==> src/rtl/pipeline_hazard_ctrl.sv <==
// -----------------------------------------------------------------------------
// pipeline_hazard_ctrl
// Central stall/flush sequencer for the 5-stage pipeline. It resolves
// data-memory wait states, multi-cycle MDU operations, taken branches and
// load-use hazards. It drives the hold/clear controls of PC, IF/ID, ID/EX and
// EX/MEM, and also keeps a sticky memory-timeout flag and two saturating
// performance counters.
//
// Ports
//   clk, rst            clock, asynchronous active-high reset
//   id_rs1/id_rs2       source register indices of the ID instruction
//   id_use_rs1/_rs2     ID instruction actually reads that source
//   ex_rd, ex_memread   destination and "is a load" of the EX instruction
//   ex_branch_taken     EX resolved a taken branch/jump
//   ex_mdu_valid        EX holds a multi-cycle MDU op
//   mdu_done            MDU result valid this cycle
//   dmem_req, dmem_ack  MEM-stage data access and its completion
//   pc_stall .. ex_mem_bubble   combinational pipeline controls
//   mem_err             sticky memory-timeout error
//   stall_cnt/flush_cnt cycles with pc_stall / if_id_flush (saturating)
//   state_dbg           current FSM state (0 RUN, 1 MEM_WAIT, 2 MDU_WAIT)
//
// Handshake note: dmem_req/dmem_ack is a level protocol. The access is
// outstanding while dmem_req=1. It completes in the cycle where dmem_ack=1.
// The same pattern applies to ex_mdu_valid/mdu_done.
// -----------------------------------------------------------------------------
module pipeline_hazard_ctrl #(
    parameter int MEM_TIMEOUT = 255,
    parameter int CNT_W       = 32
) (
    input  logic             clk,
    input  logic             rst,
    input  logic [4:0]       id_rs1,
    input  logic [4:0]       id_rs2,
    input  logic             id_use_rs1,
    input  logic             id_use_rs2,
    input  logic [4:0]       ex_rd,
    input  logic             ex_memread,
    input  logic             ex_branch_taken,
    input  logic             ex_mdu_valid,
    input  logic             mdu_done,
    input  logic             dmem_req,
    input  logic             dmem_ack,
    output logic             pc_stall,
    output logic             if_id_stall,
    output logic             if_id_flush,
    output logic             id_ex_stall,
    output logic             id_ex_flush,
    output logic             ex_mem_bubble,
    output logic             mem_err,
    output logic [CNT_W-1:0] stall_cnt,
    output logic [CNT_W-1:0] flush_cnt,
    output logic [1:0]       state_dbg
);

    localparam int TMO_W = $clog2(MEM_TIMEOUT + 1);

    typedef enum logic [1:0] {
        ST_RUN      = 2'd0,
        ST_MEM_WAIT = 2'd1,
        ST_MDU_WAIT = 2'd2
    } state_t;

    typedef enum logic [2:0] {
        ACT_NONE,
        ACT_MEM,
        ACT_MDU,
        ACT_BRANCH,
        ACT_LOAD_USE
    } act_t;

    state_t           state, state_nxt;
    act_t             act, run_act;
    logic [TMO_W-1:0] tmo_cnt, tmo_nxt;
    logic             mem_hold, mdu_hold, load_use, tmo_hit;

    assign mem_hold = dmem_req & ~dmem_ack;
    assign mdu_hold = ex_mdu_valid & ~mdu_done;
    assign load_use = ex_memread && (ex_rd != 5'd0) &&
                      ((id_use_rs1 && (id_rs1 == ex_rd)) ||
                       (id_use_rs2 && (id_rs2 == ex_rd)));

    // The counter also counts the RUN cycle that entered the wait, so it
    // holds the total number of frozen cycles spent on this access.
    assign tmo_hit  = (state == ST_MEM_WAIT) && mem_hold &&
                      (tmo_cnt == TMO_W'(MEM_TIMEOUT));
    assign state_dbg = state;

    // Action decode: one place holds the priority order that both the
    // next-state and output logic follow.
    always_comb begin
        run_act = ACT_NONE;
        if (mdu_hold)             run_act = ACT_MDU;
        else if (ex_branch_taken) run_act = ACT_BRANCH;
        else if (load_use)        run_act = ACT_LOAD_USE;

        act = run_act;
        unique case (state)
            ST_RUN:      if (mem_hold) act = ACT_MEM;
            ST_MEM_WAIT: begin
                if (tmo_hit)       act = ACT_NONE;   // abort: release the pipe
                else if (mem_hold) act = ACT_MEM;    // branch flush deferred
            end
            ST_MDU_WAIT: begin
                if (mem_hold)      act = ACT_MEM;
                else if (mdu_hold) act = ACT_MDU;
                else               act = ACT_NONE;   // result enters EX/MEM
            end
            default:     act = ACT_NONE;
        endcase
    end

    // State register, timeout counter, error flag and performance counters.
    always_ff @(posedge clk or posedge rst) begin
        if (rst) begin
            state     <= ST_RUN;
            tmo_cnt   <= '0;
            mem_err   <= 1'b0;
            stall_cnt <= '0;
            flush_cnt <= '0;
        end else begin
            state   <= state_nxt;
            tmo_cnt <= tmo_nxt;
            if (tmo_hit)
                mem_err <= 1'b1;
            if (pc_stall && (stall_cnt != {CNT_W{1'b1}}))
                stall_cnt <= stall_cnt + 1'b1;
            if (if_id_flush && (flush_cnt != {CNT_W{1'b1}}))
                flush_cnt <= flush_cnt + 1'b1;
        end
    end

    // Next-state logic. The counter runs only while memory freezes the pipe.
    always_comb begin
        state_nxt = ST_RUN;
        tmo_nxt   = '0;
        unique case (act)
            ACT_MEM: begin
                state_nxt = ST_MEM_WAIT;
                tmo_nxt   = tmo_cnt + 1'b1;
            end
            ACT_MDU: state_nxt = ST_MDU_WAIT;
            default: state_nxt = ST_RUN;
        endcase
    end

    // Output logic (Mealy). Everything is forced low while reset is held.
    always_comb begin
        pc_stall      = 1'b0;
        if_id_stall   = 1'b0;
        if_id_flush   = 1'b0;
        id_ex_stall   = 1'b0;
        id_ex_flush   = 1'b0;
        ex_mem_bubble = 1'b0;
        if (!rst) begin
            unique case (act)
                ACT_MEM: begin
                    // EX/MEM holds through the global memory freeze.
                    pc_stall    = 1'b1;
                    if_id_stall = 1'b1;
                    id_ex_stall = 1'b1;
                end
                ACT_MDU: begin
                    pc_stall      = 1'b1;
                    if_id_stall   = 1'b1;
                    id_ex_stall   = 1'b1;
                    ex_mem_bubble = 1'b1;
                end
                ACT_BRANCH: begin
                    if_id_flush = 1'b1;
                    id_ex_flush = 1'b1;
                end
                ACT_LOAD_USE: begin
                    // A single bubble is enough: the load moves to MEM next cycle.
                    pc_stall    = 1'b1;
                    if_id_stall = 1'b1;
                    id_ex_flush = 1'b1;
                end
                default: ;
            endcase
        end
    end

endmodule
==> config.mk <==
export PLATFORM = sky130hd
export DESIGN_NAME = pipeline_hazard_ctrl
export DESIGN_NICKNAME = d
export VERILOG_FILES = /design/src/rtl/pipeline_hazard_ctrl.sv
export SDC_FILE = /design/constraint.sdc
export NUM_CORES = 1
export LEC_CHECK = 0
export ABC_AREA = 1
export ABC_CLOCK_PERIOD_IN_PS = 4700
export CAP_MARGIN = 20
export CORE_UTILIZATION = 53
export DETAILED_ROUTE_END_ITERATION = 10
export GPL_TIMING_DRIVEN = 0
export PLACE_DENSITY_LB_ADDON = 0.2
export RECOVER_POWER = 100
export SLEW_MARGIN = 10
export SYNTH_ARGS = -nofsm -noshare
export SYNTH_HDL_FRONTEND = slang
export SYNTH_SLANG_ARGS = --single-unit
export TNS_END_PERCENT = 5
==> constraint.sdc <==
create_clock -name clk -period 4.7 [get_ports clk]
set_input_delay 0.94 -clock clk [delete_from_list [all_inputs] [get_ports clk]]
set_output_delay 0.94 -clock clk [all_outputs]
set_load 0.02 [all_outputs]
==> results.sh, run 1 <==
export IMPL_status="finished, final reports clean"
export IMPL_ios=98
export IMPL_grt_util_all_layers_pct=28.7
export IMPL_totalWireLength_um=13200
export IMPL_antenna_found_initial=0
export IMPL_p_per_area_mw_per_mm2=259
export IMPL_leakage_nw=3.23
export IMPL_clk_latency_ps=350
export IMPL_synth_nets=746
export IMPL_slowest_stage="dlygate4sd3_1"
export IMPL_end_kind="output port"
export IMPL_portBuffers=97
export IMPL_ant_nets=0
export IMPL_dr_pass1_iters=5
export IMPL_path_cells="clkdlybuf4s50_1 > inv_4 > buf_16 > nand4_1 > nand3_4 > buf_4 > buf_4 > dlygate4sd3_1"
export IMPL_dp_hpwl_um=10400
export IMPL_drive_gt1_share_pct=5.77
export IMPL_hold_depth=2
export IMPL_yosys_most_used_dff="dfrtp_1"
export IMPL_num_antenna_cells=0
export IMPL_cp_max_fo=56
export IMPL_hp_class="flop to flop"
export IMPL_final_cell_mix="nand2_1 (276), nand3_1 (83), dfrtp_1 (75)"
export IMPL_r2r_end="flush_cnt[19]"
export IMPL_place_ws_ps=302
export IMPL_drv_slew=0
export IMPL_path_buf_inv=6
export IMPL_cap_viol_max_count=0
export IMPL_timing_rr_start="flush_cnt[0]"
export IMPL_clockBufferDepth=2
export IMPL_chipHeight_um=99.6
export IMPL_cts_resized=0
export IMPL_yosysTopAreaCell="dfrtp_1"
export IMPL_htreeDepth=3
export IMPL_cts_sinks=75
export IMPL_grt_pass1_vias=4933
export IMPL_cts_buffers=9
export IMPL_fin_crit_sh_pct=93.7
export IMPL_path_clk_slew_ps=90
export IMPL_ff2ff_setup_slack_ps=2190
export IMPL_whs_endpoint="mem_err"
export IMPL_r2r_cells=10
export IMPL_wl_per_cell_um=13.7
export IMPL_root_buffer="clkbuf_8"
export IMPL_hold_viol_final=0
export IMPL_min_from="mem_err"
export IMPL_layout_nets=855
export IMPL_grt_setup_unrepaired="no"
export IMPL_cts_tree="built"
export IMPL_fin_ws_ps=296
export IMPL_synth_top_area_share_pct=37.2
export IMPL_cts_setup_buffers=0
export IMPL_viasPerCell=5.16
export IMPL_synth_area_mm2=0.00505
export IMPL_die_area_mm2=0.00992
export IMPL_core_area_mm2=0.00924
export IMPL_setup_violations=0
export IMPL_layout_commonest_cell="nand2_1"
export IMPL_dp_cells=945
export IMPL_layout_min_cycle_time_ps=4400
export IMPL_gr_usage_met2_pct=52.7
export IMPL_initial_core_util_pct=54.7
export IMPL_start_kind="input port"
export IMPL_die_x_um=99.6
export IMPL_hold_buffers=0
export IMPL_drt_iter0_markers=235
export IMPL_path_common_cell="buf_4"
export IMPL_cp_required_ps=3760
export IMPL_grt_max_degree=57
export IMPL_final_fill_count=822
export IMPL_crit_cells=8
export IMPL_synthTopCellsByArea="dfrtp_1 (37%), nand2_1 (20%), nand3_1 (8.0%)"
export IMPL_route_detailed_drc=0
export IMPL_fin_cells=961
export IMPL_synth_edf_count=0
export IMPL_cpLargestDelayFamily="buffers and inverters"
export IMPL_max_stage_delay_ps=670
export IMPL_gp_congestion=0.951
export IMPL_grt_use_met1_pct=33.7
export IMPL_fin_skew_ps=12.2
export IMPL_hold_ws_ps=471
export IMPL_num_vias=4957
export IMPL_critPathKind="input port to output port"
export IMPL_grt_overflow_total=0
export IMPL_yosysWarnings=0
export IMPL_gr_usage_met3_pct=3.87
export IMPL_ys_seq_area_share_pct=37.2
export IMPL_ys_types=30
export IMPL_grt_pass1_wl_um=22500
export IMPL_num_rows=35
export IMPL_critPathArrivalTime_ps=3460
export IMPL_grt_busiest_layer="met2"
export IMPL_ys_ff_latch=75
export IMPL_syn_avg_cell_area_um2=7.03
export IMPL_worst_pin_slew_ps=458
export IMPL_synthArstFlopShare_pct=100
export IMPL_slew_headroom_pct=69.2
export IMPL_area_growth_pct=25.9
export IMPL_irDropWorstVdd_v=0.000245
export IMPL_fmax_mhz=227
export IMPL_syn_inst=718
==> area by class of cell <==
type / count / area (µm²) / area share (%)
plain buffers: 18 / 106 / 1.67
clock buffers: 10 / 138 / 2.17
clock inverters: 6 / 87.6 / 1.38
inverters: 60 / 228 / 3.58
multi-input cells: 565 / 2760 / 43.4
flip-flops and latches: 75 / 1880 / 29.5
well taps: 129 / 161 / 2.54
repair buffers: 98 / 998 / 15.7
==> stage by stage <==
step	total power [mW]	TNS (ps)	util (%)	area, µm²
2_1_floorplan	0.960	0	-	5050
3_3_place_gp	1.11	-13740	66.9	6180
3_5_place_dp	1.12	0	67.2	6210
4_1_cts	1.69	0	69.7	6440
5_1_grt	1.73	0	68.8	6360
6_report	1.65	0	68.8	6360
==> worst max path at each step <==
stage	start	to	slack [ps]
6_report	rst	pc_stall	300
2_1_floorplan	rst	pc_stall	190
3_3_place_gp	rst	pc_stall	-1630
3_5_place_dp	rst	pc_stall	300
4_1_cts	rst	pc_stall	300
5_1_grt	ex_branch_taken	pc_stall	110
==> registers in the layout (all words and copies together), names as in the netlist <==
register,flops
flush_cnt,32
mem_err,1
stall_cnt,32
state_dbg,2
tmo_cnt,8
==> where the power goes <==
group          leakage, nW  internal [mW]  switching (mW)
logic                 2.09          0.139           0.201
registers             1.03          0.682          0.0519
clock network        0.117          0.315           0.258
total                 3.23           1.14           0.511
==> kinds of logic (layout without fill, tap and decap cells) <==
group | Yosys count | after routing | share of synthesized area (%)
and+or+nand+nor | 489 | 489 | 42.8
buffers and inverters | 78 | 192 | 7.46
DFF | 75 | 75 | 37.2
xor gates and xnor gates | 60 | 60 | 10.4
AOI/OAI and AO/OA | 13 | 13 | 1.46
adders and majority gates | 3 | 3 | 0.743
==> worst min-delay path, cell delays in order, from the launching register on <==
cell	delay, ps
dfrtp_1	350
inv_1	40
nand2_1	50
==> cell usage after synthesis, types with 5 or more instances <==
cell type	number
nand2_2	5
nand2_1	274
inv_1	60
xor2_1	33
buf_4	5
dfrtp_1	75
nand3_1	81
o21ai_0	8
nor3_1	24
nand4_1	11
buf_6	8
xnor2_1	27
nor2_1	74
==> routing by layer <==
layer	routed length, µm	share of wire, %	vias to the layer above
li1	-	-	2482
met1	5500	42	2309
met2	6760	51	137
met3	527	4.0	29
met4	387	2.9	0
met5	0	0	-
Power figures use the tool's default switching activity.
==> inputs of run 2 (changes only) <==
--- a/config.mk
+++ b/config.mk
@@ -8,6 +8,8 @@
 export ABC_AREA = 1
 export ABC_CLOCK_PERIOD_IN_PS = 4700
 export CAP_MARGIN = 20
+export CORE_ASPECT_RATIO = 1.1
+export CORE_MARGIN = 1.5
 export CORE_UTILIZATION = 53
 export DETAILED_ROUTE_END_ITERATION = 10
 export GPL_TIMING_DRIVEN = 0
==> results.sh, run 2 (synthesis results as in run 1) <==
export IMPL_status="finished, final reports clean"
export IMPL_end_kind="output port"
export IMPL_die_area_mm2=0.0101
export IMPL_hold_buffers=0
export IMPL_hold_depth=2
export IMPL_portBuffers=97
export IMPL_comb_power_share_pct=20.6
export IMPL_totalWireLength_um=13500
export IMPL_min_from="mem_err"
export IMPL_switchingPower_mw=0.510
export IMPL_grt_use_met1_pct=33.5
export IMPL_cts_buffers=9
export IMPL_chipHeight_um=105
export IMPL_fin_skew_ps=9.62
export IMPL_irDropWorstVdd_v=0.000267
export IMPL_gp_congestion=0.994
export IMPL_design_area_mm2=0.00633
export IMPL_r2r_end="flush_cnt[2]"
export IMPL_critPathKind="input port to output port"
export IMPL_setup_violations=0
export IMPL_htreeDepth=3
export IMPL_dp_cells=933
export IMPL_clockBufferDepth=2
export IMPL_power_total_mw=1.63
export IMPL_start_kind="input port"
export IMPL_intPower_mw=1.12
export IMPL_cts_setup_buffers=0
export IMPL_leakage_nw=3.22
export IMPL_clk_latency_ps=360
export IMPL_path_clk_slew_ps=80
export IMPL_grt_pass1_vias=4918
export IMPL_fmax_mhz=229
export IMPL_drive_gt1_share_pct=5.65
export IMPL_p_clk_share_pct=34.3
export IMPL_wl_per_cell_um=14.2
export IMPL_viasPerCell=5.32
export IMPL_num_vias=5048
export IMPL_dr_pass1_iters=7
export IMPL_critPathArrivalTime_ps=3430
export IMPL_r2r_cells=9
export IMPL_fin_cells=949
export IMPL_layout_min_cycle_time_ps=4370
export IMPL_hp_class="flop to flop"
export IMPL_gr_usage_met2_pct=48.4
export IMPL_grt_overflow_total=0
export IMPL_grt_busiest_layer="met2"
export IMPL_dpl_instance_area_mm2=0.00620
export IMPL_area_growth_pct=25.4
export IMPL_cts_sinks=75
export IMPL_dp_hpwl_um=10500
export IMPL_ios=98
export IMPL_num_rows=37
export IMPL_die_x_um=96.1
export IMPL_antenna_found_initial=0
export IMPL_cts_resized=0
export IMPL_hold_viol_final=0
export IMPL_grt_pass1_wl_um=22400
export IMPL_ff2ff_setup_slack_ps=2150
export IMPL_num_antenna_cells=0
export IMPL_p_per_area_mw_per_mm2=258
export IMPL_cts_tree="built"
export IMPL_p_seq_share_pct=45.1
export IMPL_worst_pin_slew_ps=500
export IMPL_layout_nets=855
export IMPL_final_cell_mix="nand2_1 (277), nand3_1 (82), dfrtp_1 (75)"
export IMPL_grt_setup_unrepaired="no"
export IMPL_layout_commonest_cell="nand2_1"
export IMPL_drt_iter0_markers=255
export IMPL_grt_util_all_layers_pct=28.5
export IMPL_timing_rr_start="flush_cnt[0]"
export IMPL_drv_slew=0
export IMPL_cp_required_ps=3760
export IMPL_cp_max_fo=58
export IMPL_gr_usage_met3_pct=4.76
export IMPL_ant_nets=0
export IMPL_core_area_mm2=0.00931
export IMPL_top_regs="flush_cnt x32, stall_cnt x32, tmo_cnt x8"
export IMPL_fin_crit_sh_pct=93.0
export IMPL_whs_endpoint="mem_err"
export IMPL_root_buffer="clkbuf_8"
export IMPL_fin_util_pct=68.0
export IMPL_initial_core_util_pct=54.3
export IMPL_hold_ws_ps=465
export IMPL_switching_share_pct=31.2
export IMPL_slew_headroom_pct=66.4
export IMPL_cap_viol_max_count=0
export IMPL_route_detailed_drc=0
export IMPL_grt_max_degree=59
-- run 2: changes by cell type in the layout (fill, tap and decap cells not counted), sizes merged --
cell           change
clkdlybuf4s50      -1
clkinvlp           +1
dlygate4sd3        +1
inv                -1
-- run 2: how the worst max path moves through the flow --
stage,to,from,slack [ps],cells after the start
2_1_floorplan,pc_stall,rst,190,5
3_3_place_gp,pc_stall,rst,-1700,7
3_5_place_dp,pc_stall,rst,310,8
4_1_cts,pc_stall,rst,310,8
5_1_grt,pc_stall,rst,140,8
6_report,pc_stall,rst,330,8
-- run 2: layer usage --
| layer | vias to the layer above | wire, µm |
|---|---|---|
| li1 | 2481 | - |
| met1 | 2350 | 5460 |
| met2 | 169 | 6840 |
| met3 | 48 | 619 |
| met4 | 0 | 565 |
| met5 | - | 0 |
-- run 2: worst max-delay path, stage by stage --
cell and delay (ps):
dlygate4sd3_1 610, inv_4 260, buf_16 310, nand4_1 230, nand3_4 180, buf_4 190
buf_4 110, clkdlybuf4s50_1 580
-- run 2: power groups by stage --
stage / sequential (mW) / clock, mW / combinational [mW]
2_1_floorplan: 0.784 / 0 / 0.176
3_3_place_gp: 0.746 / 0 / 0.356
3_5_place_dp: 0.748 / 0 / 0.365
4_1_cts: 0.736 / 0.568 / 0.367
5_1_grt: 0.743 / 0.592 / 0.371
6_report: 0.735 / 0.560 / 0.336
-- run 2: metrics by stage --
| stage | TNS, ps | setup slack [ps] |
|---|---|---|
| after floorplan | 0 | 192 |
| after global placement | -17120 | -1700 |
| after CTS | 0 | 306 |
| final | 0 | 331 |
| after global routing | 0 | 136 |
| after detailed placement | 0 | 307 |
-- run 2: area by class of cell --
type                       instances  area [µm²]
fill                             819        2970
clock buffer                      10         128
timing repair buffer              98         998
sequential                        75        1880
multi-input combinational        565        2760
buffer                            18         106
tap                              117         146
inverter                          60         228
clock inverter                     6        90.1
==> inputs of run 3 (changes only) <==
--- a/config.mk
+++ b/config.mk
@@ -6,11 +6,11 @@
 export NUM_CORES = 1
 export LEC_CHECK = 0
 export ABC_AREA = 1
-export ABC_CLOCK_PERIOD_IN_PS = 4700
-export CAP_MARGIN = 20
+export ABC_CLOCK_PERIOD_IN_PS = 3550
+export CAP_MARGIN = 30
 export CORE_ASPECT_RATIO = 1.1
 export CORE_MARGIN = 1.5
-export CORE_UTILIZATION = 53
+export CORE_UTILIZATION = 48
 export DETAILED_ROUTE_END_ITERATION = 10
 export GPL_TIMING_DRIVEN = 0
 export PLACE_DENSITY_LB_ADDON = 0.2
==> constraint.sdc (replaced) <==
create_clock -name clk -period 3.55 [get_ports clk]
set_input_delay 0.71 -clock clk [delete_from_list [all_inputs] [get_ports clk]]
set_output_delay 0.71 -clock clk [all_outputs]
set_load 0.02 [all_outputs]
==> results.sh, run 3 (synthesis results as in run 1) <==
export IMPL_die_x_um=101
export IMPL_drt_iter0_markers=233
export IMPL_slew_headroom_pct=-16.0
export IMPL_grt_util_all_layers_pct=26.0
export IMPL_cpLargestDelayFamily="buffers and inverters"
export IMPL_setup_violations=0
export IMPL_final_fill_count=953
export IMPL_power_total_mw=2.36
export IMPL_path_cells="dlygate4sd3_1 > inv_1 > nand2_1 > nand2_1 > a21boi_2 > nand2_4 > o31ai_1 > clkdlybuf4s50_1"
export IMPL_irDropWorstVdd_v=0.000317
export IMPL_clockBufferDepth=2
export IMPL_wl_per_cell_um=14.0
export IMPL_fin_ws_ps=146
export IMPL_slowest_stage="clkdlybuf4s50_1"
export IMPL_multi_input_area_mm2=0.00275
export IMPL_violations="max-capacitance violations, max-slew violations"
export IMPL_path_common_cell="nand2_1"
export IMPL_totalWireLength_um=13600
export IMPL_num_vias=4973
export IMPL_startpoint="mdu_done"
export IMPL_route_detailed_drc=0
export IMPL_grt_setup_unrepaired="no"
export IMPL_fmax_mhz=294
export IMPL_initial_core_util_pct=49.0
export IMPL_grt_overflow_total=0
export IMPL_viasPerCell=5.10
export IMPL_layout_nets=857
export IMPL_layout_commonest_cell="nand2_1"
export IMPL_path_buf_inv=3
export IMPL_dr_pass1_iters=5
export IMPL_final_cell_mix="nand2_1 (277), nand3_1 (82), nor2_1 (75), dfrtp_1 (75), dlygate4sd3_1 (70)"
export IMPL_core_area_mm2=0.0103
export IMPL_fin_skew_ps=6.13
export IMPL_cts_sinks=75
export IMPL_critPathArrivalTime_ps=2690
export IMPL_dp_hpwl_um=10500
export IMPL_start_kind="input port"
export IMPL_grt_pass1_vias=4946
export IMPL_max_stage_delay_ps=660
export IMPL_critPathKind="input port to output port"
export IMPL_cts_buffers=9
export IMPL_antenna_found_initial=0
export IMPL_p_per_area_mw_per_mm2=366
export IMPL_ant_nets=0
export IMPL_timing_rr_start="flush_cnt[0]"
export IMPL_place_ws_ps=-455
export IMPL_top_regs="flush_cnt x32, stall_cnt x32, tmo_cnt x8"
export IMPL_cp_required_ps=2840
export IMPL_worst_pin_slew_ps=1740
export IMPL_hold_viol_final=0
export IMPL_die_area_mm2=0.0111
export IMPL_ff_latch_area_mm2=0.00188
export IMPL_chipHeight_um=111
export IMPL_path_clk_slew_ps=60
export IMPL_num_antenna_cells=0
export IMPL_area_growth_pct=27.7
export IMPL_leakage_nw=3.26
export IMPL_gp_congestion=0.977
export IMPL_drive_gt1_share_pct=5.64
export IMPL_cap_viol_max_count=1
export IMPL_cp_max_fo=5
export IMPL_num_rows=39
export IMPL_layout_min_cycle_time_ps=3400
export IMPL_cts_tree="built"
export IMPL_hp_class="flop to flop"
export IMPL_min_from="mem_err"
export IMPL_root_buffer="clkbuf_16"
export IMPL_fin_crit_sh_pct=95.9
export IMPL_fin_util_pct=62.6
export IMPL_ios=98
export IMPL_status="finished, violations left"
export IMPL_htreeDepth=3
export IMPL_setup_tns_ps=0
export IMPL_portBuffers=97
export IMPL_end_kind="output port"
export IMPL_grt_pass1_wl_um=23200
export IMPL_drv_slew=40
export IMPL_hold_buffers=0
export IMPL_clk_latency_ps=330
export IMPL_grt_max_degree=40
[run 3: worst reg2reg max path: stages, from the launching register on]
cell,delay (ps)
dfrtp_1,400
ha_1,240
inv_1,90
nor2_1,240
nand2_1,220
nor2_4,160
nand4_1,480
nand2_1,520
clkbuf_1,440
o21ai_0,150
[run 3: final timing paths]
kind / end / slack (ps) / depth (start not counted)
setup / recovery: id_ex_flush / 150 / 8
hold reg to reg: mem_err / 460 / 2
max in group asynchronous: flush_cnt[5] / 590 / 4
setup reg to reg: flush_cnt[5] / 470 / 9
hold / removal: mem_err / 460 / 2
min in group asynchronous: stall_cnt[10] / 1000 / 3
[run 3: power by group]
part	leakage, nW	switching (mW)	internal, mW	total, mW
registers	1.03	0.0680	0.905	0.973
logic	2.08	0.265	0.186	0.451
clock network	0.152	0.355	0.579	0.933
total	3.26	0.688	1.67	2.36
[run 3: timing repair]
action                     4_1_cts  5_1_grt
setup buffers                    1        0
setup endpoints to repair        5        0
gates resized for setup          4        0
[run 3: metrics by stage]
stage                     area, µm²  hold WS [ps]  cells
after floorplan                5050           455    718
after global placement         6200           451    958
after detailed placement       6240           456    960
after CTS                      6550           471    976
after global routing           6450           497    976
final                          6450           458    976
[run 3: layout make-up]
cell class / instances / area share (%)
Multi-Input combinational cell: 565 / 42.7
Sequential cell: 75 / 29.1
Timing Repair Buffer: 100 / 15.5
Clock buffer: 11 / 3.92
Inverter: 60 / 3.51
Tap cell: 143 / 2.78
Buffer: 18 / 1.71
Clock inverter: 4 / 0.757
[run 3: per-layer routing]
layer	part of all wire (%)	track usage (%)
met5	0	0
met4	3.1	11.5
met3	5.2	3.86
met2	51	44.4
met1	41	32.0
